`config.mk`:
```
export PLATFORM = sky130hd
export DESIGN_NAME = prio_code_decoder
export DESIGN_NICKNAME = d
export VERILOG_FILES = /design/src/rtl/prio_code_pkg.sv /design/src/rtl/pos_to_onehot.sv /design/src/rtl/prio_code_decoder.sv
export SDC_FILE = /design/constraint.sdc
export NUM_CORES = 1
export LEC_CHECK = 0
export CAP_MARGIN = 20
export CORE_AREA = 2 2 71 73
export CTS_CLUSTER_DIAMETER = 50
export DETAILED_ROUTE_END_ITERATION = 10
export DIE_AREA = 0 0 73 75
export HOLD_SLACK_MARGIN = 0.02
export PLACE_DENSITY_LB_ADDON = 0.08
export SYNTH_ARGS = -nofsm -noshare
export SYNTH_HDL_FRONTEND = slang
export SYNTH_SLANG_ARGS = --single-unit
export TNS_END_PERCENT = 30
```
`constraint.sdc`:
```
create_clock -name clk -period 2.75 [get_ports clk]
set_clock_uncertainty 0.15 [all_clocks]
set_input_delay 0.275 -clock clk [delete_from_list [all_inputs] [get_ports clk]]
set_output_delay 0.275 -clock clk [all_outputs]
set_load 0.01 [all_outputs]
```
`src/rtl/prio_code_pkg.sv`:
```
// Shared constants and FSM state type for the priority-position code decoder.
package prio_code_pkg;
   localparam logic [7:0] CODE_NONE = 8'hF0;
   localparam int         CODE_MAX  = 15;
   localparam int         WORD_W    = 16;
   localparam int         CNT_W     = 5;

   typedef enum logic [1:0] {
      EMPTY   = 2'd0,
      ACC     = 2'd1,
      DISCARD = 2'd2
   } state_t;
endpackage

```
`src/rtl/pos_to_onehot.sv`:
```
// Classifies an 8-bit position code and expands bit indices to a one-hot word.
module pos_to_onehot
   import prio_code_pkg::*;
(
   input  logic [7:0]        i_code,
   output logic [WORD_W-1:0] o_onehot,
   output logic [3:0]        o_index,
   output logic              o_is_index,
   output logic              o_is_none,
   output logic              o_is_illegal
);
   logic w_is_index;

   assign w_is_index   = (i_code <= 8'(CODE_MAX));
   assign o_is_index   = w_is_index;
   assign o_is_none    = (i_code == CODE_NONE);
   assign o_is_illegal = !w_is_index && (i_code != CODE_NONE);
   assign o_index      = i_code[3:0];
   assign o_onehot     = w_is_index ? (WORD_W'(1) << i_code[3:0]) : '0;
endmodule

```
`src/rtl/prio_code_decoder.sv`:
```
// Rebuilds a 16-bit word from a descending stream of set-bit position codes,
// emitting word and popcount on each 0xF0 terminator.
module prio_code_decoder
   import prio_code_pkg::*;
(
   input  logic             clk,
   input  logic             rst_n,
   input  logic [7:0]       code_in,
   input  logic             code_valid,
   output logic             code_ready,
   output logic [7:0]       word_a,
   output logic [7:0]       word_b,
   output logic [CNT_W-1:0] bit_count,
   output logic             out_valid,
   input  logic             out_ready,
   output logic             err,
   input  logic             err_clr
);
   state_t            r_state;
   logic [WORD_W-1:0] r_acc;
   logic [CNT_W-1:0]  r_cnt;
   logic [3:0]        r_last;
   logic [WORD_W-1:0] r_word;
   logic [CNT_W-1:0]  r_count;
   logic              r_out_valid;
   logic              r_err;

   logic [WORD_W-1:0] w_onehot;
   logic [3:0]        w_index;
   logic              w_is_index;
   logic              w_is_none;
   logic              w_is_illegal;
   logic              w_accept;
   logic              w_in_order;
   logic              w_err_evt;

   pos_to_onehot u_pos (
      .i_code       (code_in),
      .o_onehot     (w_onehot),
      .o_index      (w_index),
      .o_is_index   (w_is_index),
      .o_is_none    (w_is_none),
      .o_is_illegal (w_is_illegal)
   );

   // Codes stall whenever an undelivered word occupies the output register.
   assign code_ready = !r_out_valid || out_ready;
   assign w_accept   = code_valid && code_ready;
   assign w_in_order = w_is_index && (w_index < r_last);
   assign w_err_evt  = w_accept &&
                       (((r_state != DISCARD) && w_is_illegal) ||
                        ((r_state == ACC) && w_is_index && !w_in_order));

   always_ff @(posedge clk or negedge rst_n) begin
      if (!rst_n) begin
         r_state     <= EMPTY;
         r_acc       <= '0;
         r_cnt       <= '0;
         r_last      <= '0;
         r_word      <= '0;
         r_count     <= '0;
         r_out_valid <= 1'b0;
         r_err       <= 1'b0;
      end else begin
         if (r_out_valid && out_ready)
            r_out_valid <= 1'b0;

         if (w_err_evt)
            r_err <= 1'b1;
         else if (err_clr)
            r_err <= 1'b0;

         // A terminator accepted here overrides the consume above.
         if (w_accept) begin
            case (r_state)
               EMPTY: begin
                  if (w_is_index) begin
                     r_acc   <= w_onehot;
                     r_cnt   <= CNT_W'(1);
                     r_last  <= w_index;
                     r_state <= ACC;
                  end else if (w_is_none) begin
                     r_word      <= '0;
                     r_count     <= '0;
                     r_out_valid <= 1'b1;
                  end else begin
                     r_state <= DISCARD;
                  end
               end
               ACC: begin
                  if (w_in_order) begin
                     r_acc  <= r_acc | w_onehot;
                     r_cnt  <= r_cnt + CNT_W'(1);
                     r_last <= w_index;
                  end else if (w_is_none) begin
                     r_word      <= r_acc;
                     r_count     <= r_cnt;
                     r_out_valid <= 1'b1;
                     r_acc       <= '0;
                     r_cnt       <= '0;
                     r_state     <= EMPTY;
                  end else begin
                     r_acc   <= '0;
                     r_cnt   <= '0;
                     r_state <= DISCARD;
                  end
               end
               DISCARD: begin
                  if (w_is_none)
                     r_state <= EMPTY;
               end
               default: r_state <= EMPTY;
            endcase
         end
      end
   end

   assign word_a    = r_word[15:8];
   assign word_b    = r_word[7:0];
   assign bit_count = r_count;
   assign out_valid = r_out_valid;
   assign err       = r_err;
endmodule

```
# After elaboration in Yosys (flattened, before gate mapping)
# Index checks and enable logic that the tools add are counted.
# op_classes
add_sub_neg	1
magnitude_cmp	2
eq_ne	13
shift	1
mux	34
bitwise	1
reduce_logical	20
# op_table
cell	count
16-bit two-way mux	7
16-bit one-hot mux with 2 select lines	2
5-bit two-way mux	6
5-bit one-hot mux with 2 select lines	2
16-bit bitwise OR	1
1-bit by 4-bit << shifter with 16-bit output, first input constant	1
2-bit two-way mux	5
8-bit == test, second input constant	1
8-bit by 4-bit less-or-equal comparator with 1-bit output, second input constant	1
1-bit logical AND	8
4-bit two-way mux	2
2-bit by 1-bit inequality test with 1-bit output, second input constant	4
2-bit inequality test, second input constant	4
8-bit inequality test, second input constant	1
4-bit one-hot mux with 2 select lines	1
4-bit AND reduction	2
1-bit two-way mux	7
2-bit one-hot mux with 3 select lines	1
6-bit AND reduction	1
5-bit by 1-bit adder with 5-bit output, second input constant	1
4-bit < comparator	1
2-bit nonzero test	2
1-bit logical NOT	3
3-bit inequality test, second input constant	1
other kinds (6)	7
# totals
register_bits	50
in_bits	13
output_inout_bits	24
word_cells	80

# Depth between registers and ports, before layout
# Gate-level depths: netlist of run 1.
# depth
ltp_word	7
depth_mapped	7
ltp_nobuf	6

# Hierarchy
# A second synthesis of run 1 with hierarchy kept.
# hier_totals
hier_cells	239
area_unflattened_um2	2636.3
# by_module_without_submodules
mod	instances	cells_per_inst	area_per_inst_um2	seq_area_each_um2
prio_code_decoder	1	202	2353.5	1251.2
pos_to_onehot	1	37	282.8	0.0

# Worst setup path after synthesis of run 1
# No wires, ideal clock.
# synth_timing
path_type	register -> register
from	reg r_last[3]
to	reg r_acc[10]
setup_ps	132
t_arrival_ps	1713
required_ps	2468
slack_ps	756
stages_incl_launch_ff	8
n_path_buf	1
path_cell_list	dfrtp_1 > inv_1 > ha_1 > o211ai_1 > o21ai_1 > a211o_1 > clkbuf_1 > o2bb2ai_1
# synth_via
elab_chain_cells	4
# synth_lines
item	line_no	source
start, declared	prio_code_decoder.sv:22	logic [3:0] r_last;
start signal, assigned	prio_code_decoder.sv:80	r_last <= w_index;
start signal, assigned	prio_code_decoder.sv:94	r_last <= w_index;
4-bit < comparator	prio_code_decoder.sv:49	assign w_in_order = w_is_index && (w_index < r_last);
1-bit logical AND	prio_code_decoder.sv:49	
16-bit two-way mux	prio_code_decoder.sv:91	if (w_in_order) begin
16-bit one-hot mux with 2 select lines	prio_code_decoder.sv:75	case (r_state)
end signal, assigned	prio_code_decoder.sv:78	r_acc <= w_onehot;
end signal, assigned	prio_code_decoder.sv:92	r_acc <= r_acc | w_onehot;
end, declared	prio_code_decoder.sv:20	logic [WORD_W-1:0] r_acc;
# No other way between the ends.
# A chain may end at the register's enable or synchronous reset.

# Worst setup path after layout of run 1
# layout_timing
from	in code_in[3]
to	reg r_last[3]
# layout_via
elab_chain_cells	4
# layout_lines
item	line_no	source
start, declared	prio_code_decoder.sv:8	input logic [7:0] code_in,
8-bit by 4-bit less-or-equal comparator with 1-bit output / 4-bit < comparator (equally long branches)	pos_to_onehot.sv:14, prio_code_decoder.sv:49	
1-bit logical AND	prio_code_decoder.sv:49	
2-bit inequality test (no line)	--	
4-bit AND reduction (no line)	--	
# Parallel ways exist; a longest one is shown, timed or not. The select of a mux whose other input is x is not followed.

==> run summary, run 1 <==
Layout Utilization = 0.609
DRT antenna net count = 0
worst-case clock buffer depth = 2
Initial Util = 0.489
largest net degree at the start of global routing = 38
Rows = 25
DPL Wire Length = 3560 um
Hold Fails Final Rpt = 0
vias = 1,797
kind of critical path = primary input to register
Post-synth top flop = dfrtp_1
clk_lat worst skew = 310 ps
Seq/Total Area, Yosys = 0.549
Finished Cell Area = 0.00284 sq mm
Reg clk slew, reported paths = 100 ps
Slew @ Worst Pin = 534 ps
Finished Layout Cells = 321
setup bufs post-CTS = 0
routability congestion estimate = 0.843
CP required = 2800 ps
Boundary Pins = 37
Synth cell types = 34
highest routed metal layer = met4
Setup TNS = 0 ps
Metal-1 WL = 2530 um
minimum clock period = 2130 ps
Leakage = 1.17 nW
fraction of registers with async set or reset after synthesis = 1.00
Reg2Reg Depth = 6
die width = 73 um
Placed Instance Area = 0.00272 sq mm
CTS tree = yes
Critical Path End Type = register
Power Dens Cells = 533 mW/mm^2
RSZ-0062 raised after global routing = false
first-pass GRT wire length = 8370 um
PortBufs = 36
Final setup viols = 0
WP data arrival = 2180 ps
Mapped Cells = 226
H-tree levels = 2
root buf cell = clkbuf_8
vias in the first global route = 1,675
CP startpoint kind = primary input
post-synthesis cell area = 0.00228 sq mm
Yosys reg bits = 50
Max-Cap Viols = 0
most frequent cells in the layout = dfrtp_1, o21ai_0, clkdlybuf4s50_1, nand2_1, buf_4
maximum clock frequency = 471 MHz
fin nets = 283
Core ar. = 0.00466 sq mm
Synthesized Nets = 243
initial antenna violation count = 0
Synth Warn # = 0
wire length on met3 = 151 um
Total GRT Usage = 0.199
initial DRC count = 140
vias per cell = 5.60
period utilization = 0.773
CP max FO = 4
max-slew violations = 0
Routed WL = 4850 um
number of synthesized flops with an enable pin = 0
Placed Cells = 312
met2 wire len = 2110 um
layout cells sized above 1 = 0.109
Syn Area/Cell = 10.1 sq um
DIE HEIGHT = 75 um
global route overflow = 0
Ant. Diodes = 0
drt first pass iters = 4
Area Overhead vs Synth = 24.7%
status = finished, final reports clean
Fill cells = 426
Inserted Clock Buffers = 5
DRC errors left = 0
die area = 0.00548 sq mm
Tot Pwr = 1.52 mW
HP Class = primary input to async pin
commonest non-fill, non-tap cell in the layout = dfrtp_1
WL/cell = 15.1 um
worst slew margin relative to its limit = 0.643
Worst VDD drop = 262 uV
clk sinks = 50
final timing paths:
path                                        from  slack, ps                    end
max                                   code_in[3]        620  r_last[3]$_DFFE_PN0P_
min                                        rst_n        260  r_last[3]$_DFFE_PN0P_
max reg2reg                r_last[1]$_DFFE_PN0P_        670  r_last[3]$_DFFE_PN0P_
min reg2reg                 r_acc[5]$_DFFE_PN0P_        350   r_acc[5]$_DFFE_PN0P_
max in group asynchronous                  rst_n       1420  r_acc[15]$_DFFE_PN0P_
min in group clk            r_acc[5]$_DFFE_PN0P_        350   r_acc[5]$_DFFE_PN0P_
through the flow:
step / setup WS (ps) / hold slack [ps]
finish: 625 / 258
detailed placement: 291 / 42.9
floorplan: 756 / -171
global route: 474 / 277
CTS: 629 / 253
global placement: 370 / 41.8
synthesized netlist by cell type, types with 4 or more instances:
cell / number / area, sq um
ha_1: 4 / 50.1
nand2_1: 31 / 116
a22o_1: 4 / 35.0
o21ai_0: 39 / 195
o21ai_1: 4 / 20.0
clkbuf_1: 11 / 41.3
buf_2: 4 / 20.0
mux2_2: 5 / 56.3
nand3_1: 10 / 50.1
o31ai_1: 5 / 37.5
nor2b_1: 5 / 31.3
a21oi_1: 4 / 20.0
inv_1: 10 / 37.5
o2bb2ai_1: 11 / 96.3
dfrtp_1: 50 / 1250
cells by family after synthesis:
logic type	count (synthesis)	synth area share
flops	50	0.549
simple gates	60	0.125
buf+inv	26	0.0484
compound gates	81	0.231
mux	5	0.0247
fa+ha+maj	4	0.0220
critical path, cell delays in order:
cell and delay (ps):
clkdlybuf4s50_1 460, ha_1 330, a21oi_1 180, o21ai_1 160
a211oi_1 400, mux2_2 370
final cells by class:
class,count,area (sq um),share of cell area
sequential,50,1250,0.441
multi-input combinational,150,916,0.322
timing repair buffer,49,455,0.160
clock buffer,5,68.8,0.0242
tap,54,67.6,0.0238
clock inverter,3,43.8,0.0154
inverter,10,37.5,0.0132
what timing repair did:
action,4_1_cts,5_1_grt
endpoints found under the setup margin,0,0
endpoints found under the hold margin,13,0
hold buffers,1,0
gates resized for setup,0,0
power breakdown:
group          total [mW]  switching (mW)  internal (mW)
logic               0.189           0.101         0.0879
registers           0.800          0.0270          0.773
clock network       0.527           0.254          0.273
total                1.52           0.382           1.13
metal layers:
| metal | global-route usage | vias to the layer above |
|---|---|---|
| met5 | 0 | - |
| met1 | 0.300 | 854 |
| li1 | - | 898 |
| met4 | 0.0617 | 0 |
| met2 | 0.291 | 39 |
| met3 | 0.0402 | 6 |
state kept, by name (all words and copies together) (netlist names):
name / cells
r_last: 4
err: 1
r_state: 2
r_acc: 16
r_word: 16
bit_count: 5
r_cnt: 5
out_valid: 1
No activity file was read; power rests on OpenSTA's default activity.
==> run 2: changes to the inputs <==
Settings changed: CORE_AREA 2 2 71 73 to 2 2 73 75, DIE_AREA 0 0 73 75 to 0 0 75 77.
Clock period 2.75 ns to 1.7 ns, I/O delays scaled along.
==> run 2 against run 1 <==
Net effect: the flow now finishes with violations (setup timing); via count increased by 9.6%; worst setup slack got worse by 920 ps; count of clock-buffer cells in the layout unchanged; sequential share of layout area decreased by 4.8 points; largest power group unchanged.
==> run summary, run 2 (synthesis results as in run 1) <==
Finished Layout Cells = 360
Reg clk slew, reported paths = 90 ps
clk sinks = 50
first-pass GRT wire length = 9190 um
Ant. Diodes = 0
Place WS = -614 ps
Rows = 26
Area Overhead vs Synth = 40.1%
largest registers = r_acc x16, r_word x16
commonest non-fill, non-tap cell in the layout = dfrtp_1
Power Dens Cells = 808 mW/mm^2
CP startpoint kind = register
Core ar. = 0.00498 sq mm
initial DRC count = 131
Critical Path End Type = register
DRC errors left = 0
Layout Utilization = 0.641
most frequent cells in the layout = dfrtp_1, nand2_1, clkdlybuf4s50_1, buf_4, o21ai_1
RSZ-0062 raised after global routing = true
clk_lat worst skew = 310 ps
Worst VDD drop = 530 uV
CP max FO = 6
vias per cell = 5.47
Slowest-stage cell, CP = a211o_2
fin nets = 306
Initial Util = 0.458
Routed WL = 5680 um
drt first pass iters = 4
HP Class = primary input to register
kind of critical path = register to register
die width = 75 um
register area = 0.00125 sq mm
WP data arrival = 2040 ps
Setup TNS = -6090 ps
DRT antenna net count = 0
PortBufs = 36
Fill cells = 426
Tot Pwr = 2.58 mW
layout cells sized above 1 = 0.248
Placed Cells = 347
Boundary Pins = 37
Final setup viols = 29
area of the multi-input gates = 0.00105 sq mm
worst slew margin relative to its limit = 0.811
Leakage = 1.34 nW
global route overflow = 0
setup ws final = -299 ps
max-slew violations = 0
Total GRT Usage = 0.207
root buf cell = clkbuf_8
CP required = 1740 ps
H-tree levels = 2
status = finished with violations
die area = 0.00578 sq mm
failing checks = setup timing
maximum clock frequency = 500 MHz
Inserted Clock Buffers = 5
largest net degree at the start of global routing = 51
Max-Cap Viols = 0
initial antenna violation count = 0
CTS tree = yes
period utilization = 1.18
worst-case clock buffer depth = 2
DIE HEIGHT = 77 um
DPL Wire Length = 3770 um
minimum clock period = 2000 ps
vias in the first global route = 1,923
Hold Fails Final Rpt = 0
routability congestion estimate = 0.767
vias = 1,969
WL/cell = 15.8 um
crit-path max cell delay = 390 ps
critical-path cell list = inv_1 -> ha_1 -> o211ai_1 -> o21ai_2 -> a211o_2 -> mux2_2
Slew @ Worst Pin = 283 ps
[run 2: through the flow]
stage / hold WS (ps) / instance area, sq um
after floorplan: -276 / 2290
after global placement: 29.2 / 2900
after detailed placement: 30.9 / 2900
after CTS: 231 / 3040
after global routing: 175 / 3190
final: 168 / 3190
[run 2: repair_timing]
action,CTS,global route
hold buffers,1,0
buffers inserted,0,1
pin swaps,2,13
resized for setup,9,49
hold endpoints to repair,50,0
gates cloned,0,3
endpoints found under the setup margin,47,50
[run 2: final timing paths]
check / startpoint / endpoint / slack [ps] / depth (start not counted)
setup / recovery: r_last[1]$_DFFE_PN0P_ / r_last[0]$_DFFE_PN0P_ / -300 / 6
hold / removal: code_in[1] / r_acc[11]$_DFFE_PN0P_ / 170 / 4
setup reg to reg: r_last[1]$_DFFE_PN0P_ / r_last[0]$_DFFE_PN0P_ / -300 / 6
hold reg to reg: r_acc[15]$_DFFE_PN0P_ / r_acc[15]$_DFFE_PN0P_ / 350 / 1
max in group asynchronous: rst_n / r_word[15]$_DFFE_PN0P_ / 940 / 3
min in group asynchronous: rst_n / bit_count[2]$_DFFE_PN0P_ / 220 / 3
[run 2: layout make-up]
cell class                      instances  area share
Clock inverter                          3      0.0153
Multi-Input combinational cell        152       0.330
Inverter                               10      0.0118
Tap cell                               70      0.0275
Timing Repair Buffer                   70       0.202
Clock buffer                            5      0.0216
Sequential cell                        50       0.392
[run 2: per-layer routing]
metal | part of all wire | vias up | global-route usage
met4 | 0.011 | 0 | 0.0536
met1 | 0.46 | 974 | 0.301
met2 | 0.49 | 45 | 0.315
li1 | - | 944 | -
met3 | 0.039 | 6 | 0.0394
met5 | 0 | - | 0
[run 2: power breakdown]
| group | switching [mW] | leakage, nW | internal (mW) | total (mW) |
|---|---|---|---|---|
| combinational | 0.214 | 0.594 | 0.200 | 0.414 |
| clock | 0.421 | 0.0563 | 0.448 | 0.869 |
| sequential | 0.0428 | 0.691 | 1.25 | 1.29 |
| total | 0.678 | 1.34 | 1.90 | 2.58 |
[run 2: critical path, delay by kind of cell, from the launching register on]
family,cells,cell delay [ps]
DFF,1,370
buffers and inverters,1,50
adders and majority gates,1,260
AOI/OAI and AO/OA,3,780
muxes,1,290
